[config.mk]
export PLATFORM = sky130hd
export DESIGN_NAME = adder_share_arb
export DESIGN_NICKNAME = d
export VERILOG_FILES = /design/src/rtl/adder_share_pkg.sv /design/src/rtl/cla32.sv /design/src/rtl/rr_arbiter.sv /design/src/rtl/adder_share_arb.sv
export SDC_FILE = /design/constraint.sdc
export NUM_CORES = 1
export LEC_CHECK = 0
export CORE_MARGIN = 2
export CORE_UTILIZATION = 39
export DETAILED_ROUTE_END_ITERATION = 8
export PLACE_DENSITY = 0.93
export SYNTH_ARGS = -nofsm -noshare
export SYNTH_HDL_FRONTEND = slang
export SYNTH_SLANG_ARGS = --single-unit
[constraint.sdc]
create_clock -name clk -period 5.34 [get_ports clk]
set_clock_uncertainty 0.2 [all_clocks]
set_input_delay 1.068 -clock clk [delete_from_list [all_inputs] [get_ports clk]]
set_output_delay 1.068 -clock clk [all_outputs]
set_load 0.03 [all_outputs]
[src/rtl/adder_share_pkg.sv]
// Shared types, widths and the round-robin pick helper for adder_share_arb.
package adder_share_pkg;

  localparam int unsigned DATA_W   = 32;
  localparam int unsigned NREQ_DEF = 4;
  localparam int unsigned IDW_DEF  = 2;
  localparam int unsigned PICK_W   = 3;
  localparam int unsigned MAX_REQ  = 8;

  typedef struct packed {
    logic              found;
    logic [PICK_W-1:0] idx;
  } rr_pick_t;

  // First valid index at or above ptr, wrapping modulo n (n <= MAX_REQ).
  function automatic rr_pick_t rr_pick(input logic [MAX_REQ-1:0] valid,
                                       input logic [PICK_W-1:0] ptr,
                                       input int unsigned n);
    rr_pick_t    r;
    int unsigned j;
    r = '0;
    for (int unsigned k = 0; k < MAX_REQ; k++) begin
      j = (32'(ptr) + k) % n;
      if (k < n && !r.found && valid[j[PICK_W-1:0]]) begin
        r.found = 1'b1;
        r.idx   = PICK_W'(j);
      end
    end
    return r;
  endfunction

endpackage

[src/rtl/cla32.sv]
// 32-bit carry-lookahead adder: 4-bit lookahead groups with rippled group carry.
module cla32 (
  input  logic [31:0] a,
  input  logic [31:0] b,
  input  logic        cin,
  output logic [31:0] sum,
  output logic        cout
);

  logic [31:0] g;
  logic [31:0] p;
  logic [32:0] c;

  assign g = a & b;
  assign p = a ^ b;

  always_comb begin
    c    = '0;
    c[0] = cin;
    for (int grp = 0; grp < 8; grp++) begin
      c[4*grp+1] = g[4*grp] | (p[4*grp] & c[4*grp]);
      c[4*grp+2] = g[4*grp+1] | (p[4*grp+1] & g[4*grp])
                 | (p[4*grp+1] & p[4*grp] & c[4*grp]);
      c[4*grp+3] = g[4*grp+2] | (p[4*grp+2] & g[4*grp+1])
                 | (p[4*grp+2] & p[4*grp+1] & g[4*grp])
                 | (p[4*grp+2] & p[4*grp+1] & p[4*grp] & c[4*grp]);
      c[4*grp+4] = g[4*grp+3] | (p[4*grp+3] & g[4*grp+2])
                 | (p[4*grp+3] & p[4*grp+2] & g[4*grp+1])
                 | (p[4*grp+3] & p[4*grp+2] & p[4*grp+1] & g[4*grp])
                 | (p[4*grp+3] & p[4*grp+2] & p[4*grp+1] & p[4*grp] & c[4*grp]);
    end
  end

  assign sum  = p ^ c[31:0];
  assign cout = c[32];

endmodule

[src/rtl/rr_arbiter.sv]
// Round-robin grant over NREQ requesters; pointer advances past the winner on accept.
module rr_arbiter
  import adder_share_pkg::*;
#(
  parameter int unsigned NREQ = NREQ_DEF,
  parameter int unsigned IDW  = IDW_DEF
) (
  input  logic            clk,
  input  logic            rst_n,
  input  logic [NREQ-1:0] reqValid,
  input  logic            canAccept,
  output logic [NREQ-1:0] grantOh_c,
  output logic [IDW-1:0]  grantIdx_c,
  output logic            accept_c
);

  rr_pick_t       pick;
  logic [IDW-1:0] rrPtr;

  always_comb begin
    pick       = rr_pick(MAX_REQ'(reqValid), PICK_W'(rrPtr), NREQ);
    grantIdx_c = IDW'(pick.idx);
    accept_c   = pick.found & canAccept;
    grantOh_c  = accept_c ? (NREQ'(1) << grantIdx_c) : '0;
  end

  always_ff @(posedge clk or negedge rst_n) begin
    if (!rst_n) begin
      rrPtr <= '0;
    end else if (accept_c) begin
      rrPtr <= (grantIdx_c == IDW'(NREQ - 1)) ? '0 : grantIdx_c + 1'b1;
    end
  end

endmodule

[src/rtl/adder_share_arb.sv]
// One cla32 shared round-robin among NREQ requesters with a registered result stage.
// Define ADDER_SHARE_OVF_EN to add the registered signed-overflow output resp_ovf.
module adder_share_arb
  import adder_share_pkg::*;
#(
  parameter int unsigned NREQ = NREQ_DEF,
  parameter int unsigned IDW  = IDW_DEF
) (
  input  logic                   clk,
  input  logic                   rst_n,
  input  logic [NREQ-1:0]        req_valid,
  output logic [NREQ-1:0]        req_ready,
  input  logic [NREQ*DATA_W-1:0] req_a,
  input  logic [NREQ*DATA_W-1:0] req_b,
  input  logic [NREQ-1:0]        req_cin,
  output logic                   resp_valid,
  input  logic                   resp_ready,
  output logic [IDW-1:0]         resp_id,
  output logic [DATA_W-1:0]      resp_sum,
  output logic                   resp_cout
`ifdef ADDER_SHARE_OVF_EN
  ,
  output logic                   resp_ovf
`endif
);

  logic              canAccept;
  logic              accept;
  logic [IDW-1:0]    grantIdx;
  logic [DATA_W-1:0] opA;
  logic [DATA_W-1:0] opB;
  logic              opCin;
  logic [DATA_W-1:0] sumC;
  logic              coutC;

  // Nothing is offered while reset is asserted.
  assign canAccept = rst_n & (~resp_valid | resp_ready);

  rr_arbiter #(
    .NREQ(NREQ),
    .IDW (IDW)
  ) u_arb (
    .clk       (clk),
    .rst_n     (rst_n),
    .reqValid  (req_valid),
    .canAccept (canAccept),
    .grantOh_c (req_ready),
    .grantIdx_c(grantIdx),
    .accept_c  (accept)
  );

  always_comb begin
    opA   = '0;
    opB   = '0;
    opCin = 1'b0;
    for (int unsigned i = 0; i < NREQ; i++) begin
      if (IDW'(i) == grantIdx) begin
        opA   = req_a[i*DATA_W +: DATA_W];
        opB   = req_b[i*DATA_W +: DATA_W];
        opCin = req_cin[i];
      end
    end
  end

  cla32 u_cla (
    .a   (opA),
    .b   (opB),
    .cin (opCin),
    .sum (sumC),
    .cout(coutC)
  );

  // Result stage: reload on accept (even while draining), clear valid on a bare drain.
  always_ff @(posedge clk or negedge rst_n) begin
    if (!rst_n) begin
      resp_valid <= 1'b0;
      resp_id    <= '0;
      resp_sum   <= '0;
      resp_cout  <= 1'b0;
    end else if (accept) begin
      resp_valid <= 1'b1;
      resp_id    <= grantIdx;
      resp_sum   <= sumC;
      resp_cout  <= coutC;
    end else if (resp_ready) begin
      resp_valid <= 1'b0;
    end
  end

`ifdef ADDER_SHARE_OVF_EN
  always_ff @(posedge clk or negedge rst_n) begin
    if (!rst_n) begin
      resp_ovf <= 1'b0;
    end else if (accept) begin
      resp_ovf <= (opA[DATA_W-1] == opB[DATA_W-1]) & (sumC[DATA_W-1] != opA[DATA_W-1]);
    end
  end
`endif

endmodule

==> impl_results.md <==
* Worst R2R Start: u_arb.rrPtr[1]$_DFFE_PN0P_
* Outcome: completed
* Crit end category: flip-flop
* # diodes at 0
* Netlist area before placement at 5092 um2
* Fin crit share at 96.12%
* Clk root buf: clkbuf_16
* Critical path buffer and inverter count at 6
* Post-synth ARST share at 100.0%
* Drt pass-1 iters at 5
* Seq/Total Area, Yosys at 18.67%
* Die width at 118.3 um
* # IOs at 307
* Hold Path End: resp_sum[2]$_DFFE_PN0P_
* Internal power at 2.291 mW
* Remaining antenna violation count at 0
* Critical path class: input pin to flip-flop
* Logic gate share of total power at 82.1%
* Global-route wire length before repair at 35.59 mm
* Placed Instances at about 1,400
* Worst Path Max Fanout at 5
* VDD IR max at around 0.00022 V
* Core Region at between 10,000 and 15,000 um2
* P_leak at 4.133 nW
* RR Endpoint: resp_sum[19]$_DFFE_PN0P_
* Startpoint Class: input pin
* Critical Path, Cell by Cell: clkdlybuf4s15_1 -> a21oi_1 -> nor3_2 -> buf_4 -> ha_4 -> buf_12 -> buf_4 -> nor2_1 -> a21oi_1 -> nor2_1 -> a21oi_1 -> o21ai_0 -> ha_1 -> nand4_1 -> a31oi_2 -> nor3_1 -> buf_4 -> a21oi_4 -> buf_4 -> or4_4 -> a41oi_1 -> xor2_1 -> o21ai_0
* Vias in the first global route at 7,100
* CTS Buf Count at 5
* Port Buf Inserts at 306
* Worst skew pair latency at 0.28 ns
* Clock Sinks at 38
* R2R depth at 23
* Crit-path slowest cell: or4_4
* Clock transition at path regs at 0.06 ns
* Post-layout power at 4.497 mW
* Final #Nets at 1,517
* Post-route insts no fill at 1,379
* Top-area cell type share of the netlist area at 18.67%
* Detailed Route Iter0 Violations at 649
* Synth unique cells at 46
* HP Start: resp_sum[2]$_DFFE_PN0P_
* Final Hold Viols at 0
* Chip Height at around 120 um
* Slowest stage delay, CP at about 0.51 ns
* Cell family with most CP delay: simple AND/OR/NAND/NOR gates
* Pre-CTS worst setup slack at -0.7571 ns
* Synth warnings at 0
* Post-synth EDFFs at 0
* Avg WL per Cell at 17.24 um
* Switching share of power at 49.06%
* Seq cells post-synth at 38
* Cts hold-fix bufs at 0
* Initial antenna violation count at 0
* Largest net degree at the start of global routing at 71
* Mapped Cells at 840
* Drt drc at 0
* Fmax achieved at 194.8 MHz
* Max cap viols at 0
* Relative slew slack at 37.50%
* Hold crit path type: flip-flop to flip-flop
* Final GP Congestion at ~1
* Tmin final at 5.133 ns
* CP dominant cell by count: buf_4
* Hpwl dp at 18.87 mm
* GRT Residual Overflow at 0
* NetSw at roughly 2.2 mW
* Placement Rows at 41
* GRT Total Usage at 31.69%
* H-tree Lvls at 2
* Synthesized area per cell at a little over 6 um2
* Clock power share at 6.7%
* Die area at between 10,000 and 15,000 um2
* Initial Util at 40.19%
* Storage cell area at 950.9 um2
* Pwr dens at 477.5 nW/um2
* Main synth FF type: dfrtp_1
* Crit path DAT at 5.06 ns
* Vias per cell at 5.421
* Max Buffers Root-to-Sink at 2
* Number of fillers in the final layout at 943
* Worst Tran Pin Value at 0.9356 ns
* Area of the multi-input gates at ~4000 um2
* Synth top area cells: dfrtp_1, a21oi_1, nand2_1
* Pins Over Slew Limit at 0
* Setup-failing EPs final at 0
* Routed vias at 7,475
* Layout cells sized above 1 at 12.43%
* Flop pwr share at between 10 and 15%
* Flop2flop setup slack at roughly 0.6 ns
* Area Overhead vs Synth at 84.96%
* Final WS setup at 0.2072 ns
* CTS tree: done
* CP required at 5.26 ns
* Net count after synthesis at 1,151
* Hold depth at 2
* Yosys top cell by area: dfrtp_1
* Final wirelength at around 24 mm
routing by layer:
metal  part of all wire, %  global-route usage (%)  vias to the layer above
met5                     0                       0                        -
met4                   5.0                   13.10                        0
met3                   9.5                   7.191                       85
met2                    46                   52.67                      440
met1                    39                   39.40                     3348
li1                      -                       -                     3602
metrics by stage:
stage          instance area (um2)  hold WS (ns)  TNS, ns  utilization, %
6_report                      9419        0.2784        0           74.34
5_1_grt                       9419        0.3114  -0.3001           74.34
4_1_cts                       9258        0.2816        0           73.06
3_5_place_dp                  9026        0.2568   -10.05           71.24
3_3_place_gp                  9026        0.2509   -7.069           71.24
2_1_floorplan                 5095        0.3412        0               -
cells in the final DEF (no fill, tap or decap), types with 9 or more instances in the layout:
| cell type | count |
|---|---|
| ha_1 | 32 |
| inv_1 | 25 |
| dfrtp_1 | 38 |
| xor2_1 | 12 |
| o21ai_0 | 70 |
| nor2_1 | 156 |
| buf_4 | 99 |
| nand2_1 | 165 |
| clkdlybuf4s50_1 | 301 |
| a21oi_2 | 10 |
| nand3_1 | 12 |
| a21oi_1 | 149 |
| a21o_1 | 12 |
| buf_12 | 9 |
| o21ai_1 | 11 |
area by class of cell:
cell class,count,area share [%]
clock buffers,7,1.514
clock inverters,1,0.05313
inverters,26,1.036
multi-input cells,718,42.26
flip-flops and latches,38,10.10
well taps,172,2.285
repair buffers,417,42.76
sequential cells by signal, summed over array words and instances (netlist names):
name and flops:
u_arb.rrPtr 2, resp_cout 1, resp_sum 32, resp_id 2, resp_valid 1
repair_timing:
| item | CTS | global route |
|---|---|---|
| pin swaps | 5 | 8 |
| cloned | 0 | 2 |
| buffers inserted | 3 | 3 |
| endpoints found under the setup margin | 16 | 17 |
| resized for setup | 20 | 41 |
how the worst max path moves through the flow:
| stage | slack (ns) | depth (start not counted) | to | from |
|---|---|---|---|---|
| 4_1_cts | 0.06 | 24 | resp_sum[29]$_DFFE_PN0P_ | req_valid[0] |
| 6_report | 0.21 | 23 | resp_sum[19]$_DFFE_PN0P_ | req_valid[3] |
| 5_1_grt | -0.06 | 23 | resp_sum[20]$_DFFE_PN0P_ | req_valid[0] |
| 3_5_place_dp | -0.76 | 24 | resp_sum[28]$_DFFE_PN0P_ | req_valid[0] |
| 2_1_floorplan | 0.004 | 26 | resp_sum[21]$_DFFE_PN0P_ | req_valid[2] |
| 3_3_place_gp | -0.65 | 24 | resp_sum[28]$_DFFE_PN0P_ | req_valid[0] |
power groups by stage:
stage	Combinational, mW	Sequential, mW	Clock [mW]
global placement	3.32	0.496	0
floorplan	1.64	0.727	0
detailed placement	3.41	0.504	0
finish	3.69	0.502	0.302
CTS	3.49	0.500	0.303
global route	3.98	0.518	0.316
cells in the mapped netlist (5+ instances only):
cell type and instances:
clkbuf_1 45, a21o_1 12, a21oi_1 160, nand2_1 165
nand4_1 5, dfrtp_1 38, nor3_1 7, nand3_1 12
o21ai_0 81, buf_1 13, xor2_1 12, inv_1 26
ha_1 36, fa_1 8, nor2_1 157
worst min-delay path, delay by kind of cell, from the launching register on:
family          cells  cell delay (ns)
flops               1             0.34
compound gates      1             0.06
simple gates        1             0.05
logic make-up (layout without fill, tap and decap cells):
group / count (synthesis) / after routing / share of synthesized area, %
simple gates: 369 / 369 / 29.26
compound gates: 289 / 289 / 31.11
buf+inv: 84 / 451 / 6.192
fa+ha+maj: 44 / 44 / 11.99
flops: 38 / 38 / 18.67
xor+xnor: 15 / 15 / 2.580
mux: 1 / 1 / 0.1966
Note: power is estimated with default switching activity, not from simulation.
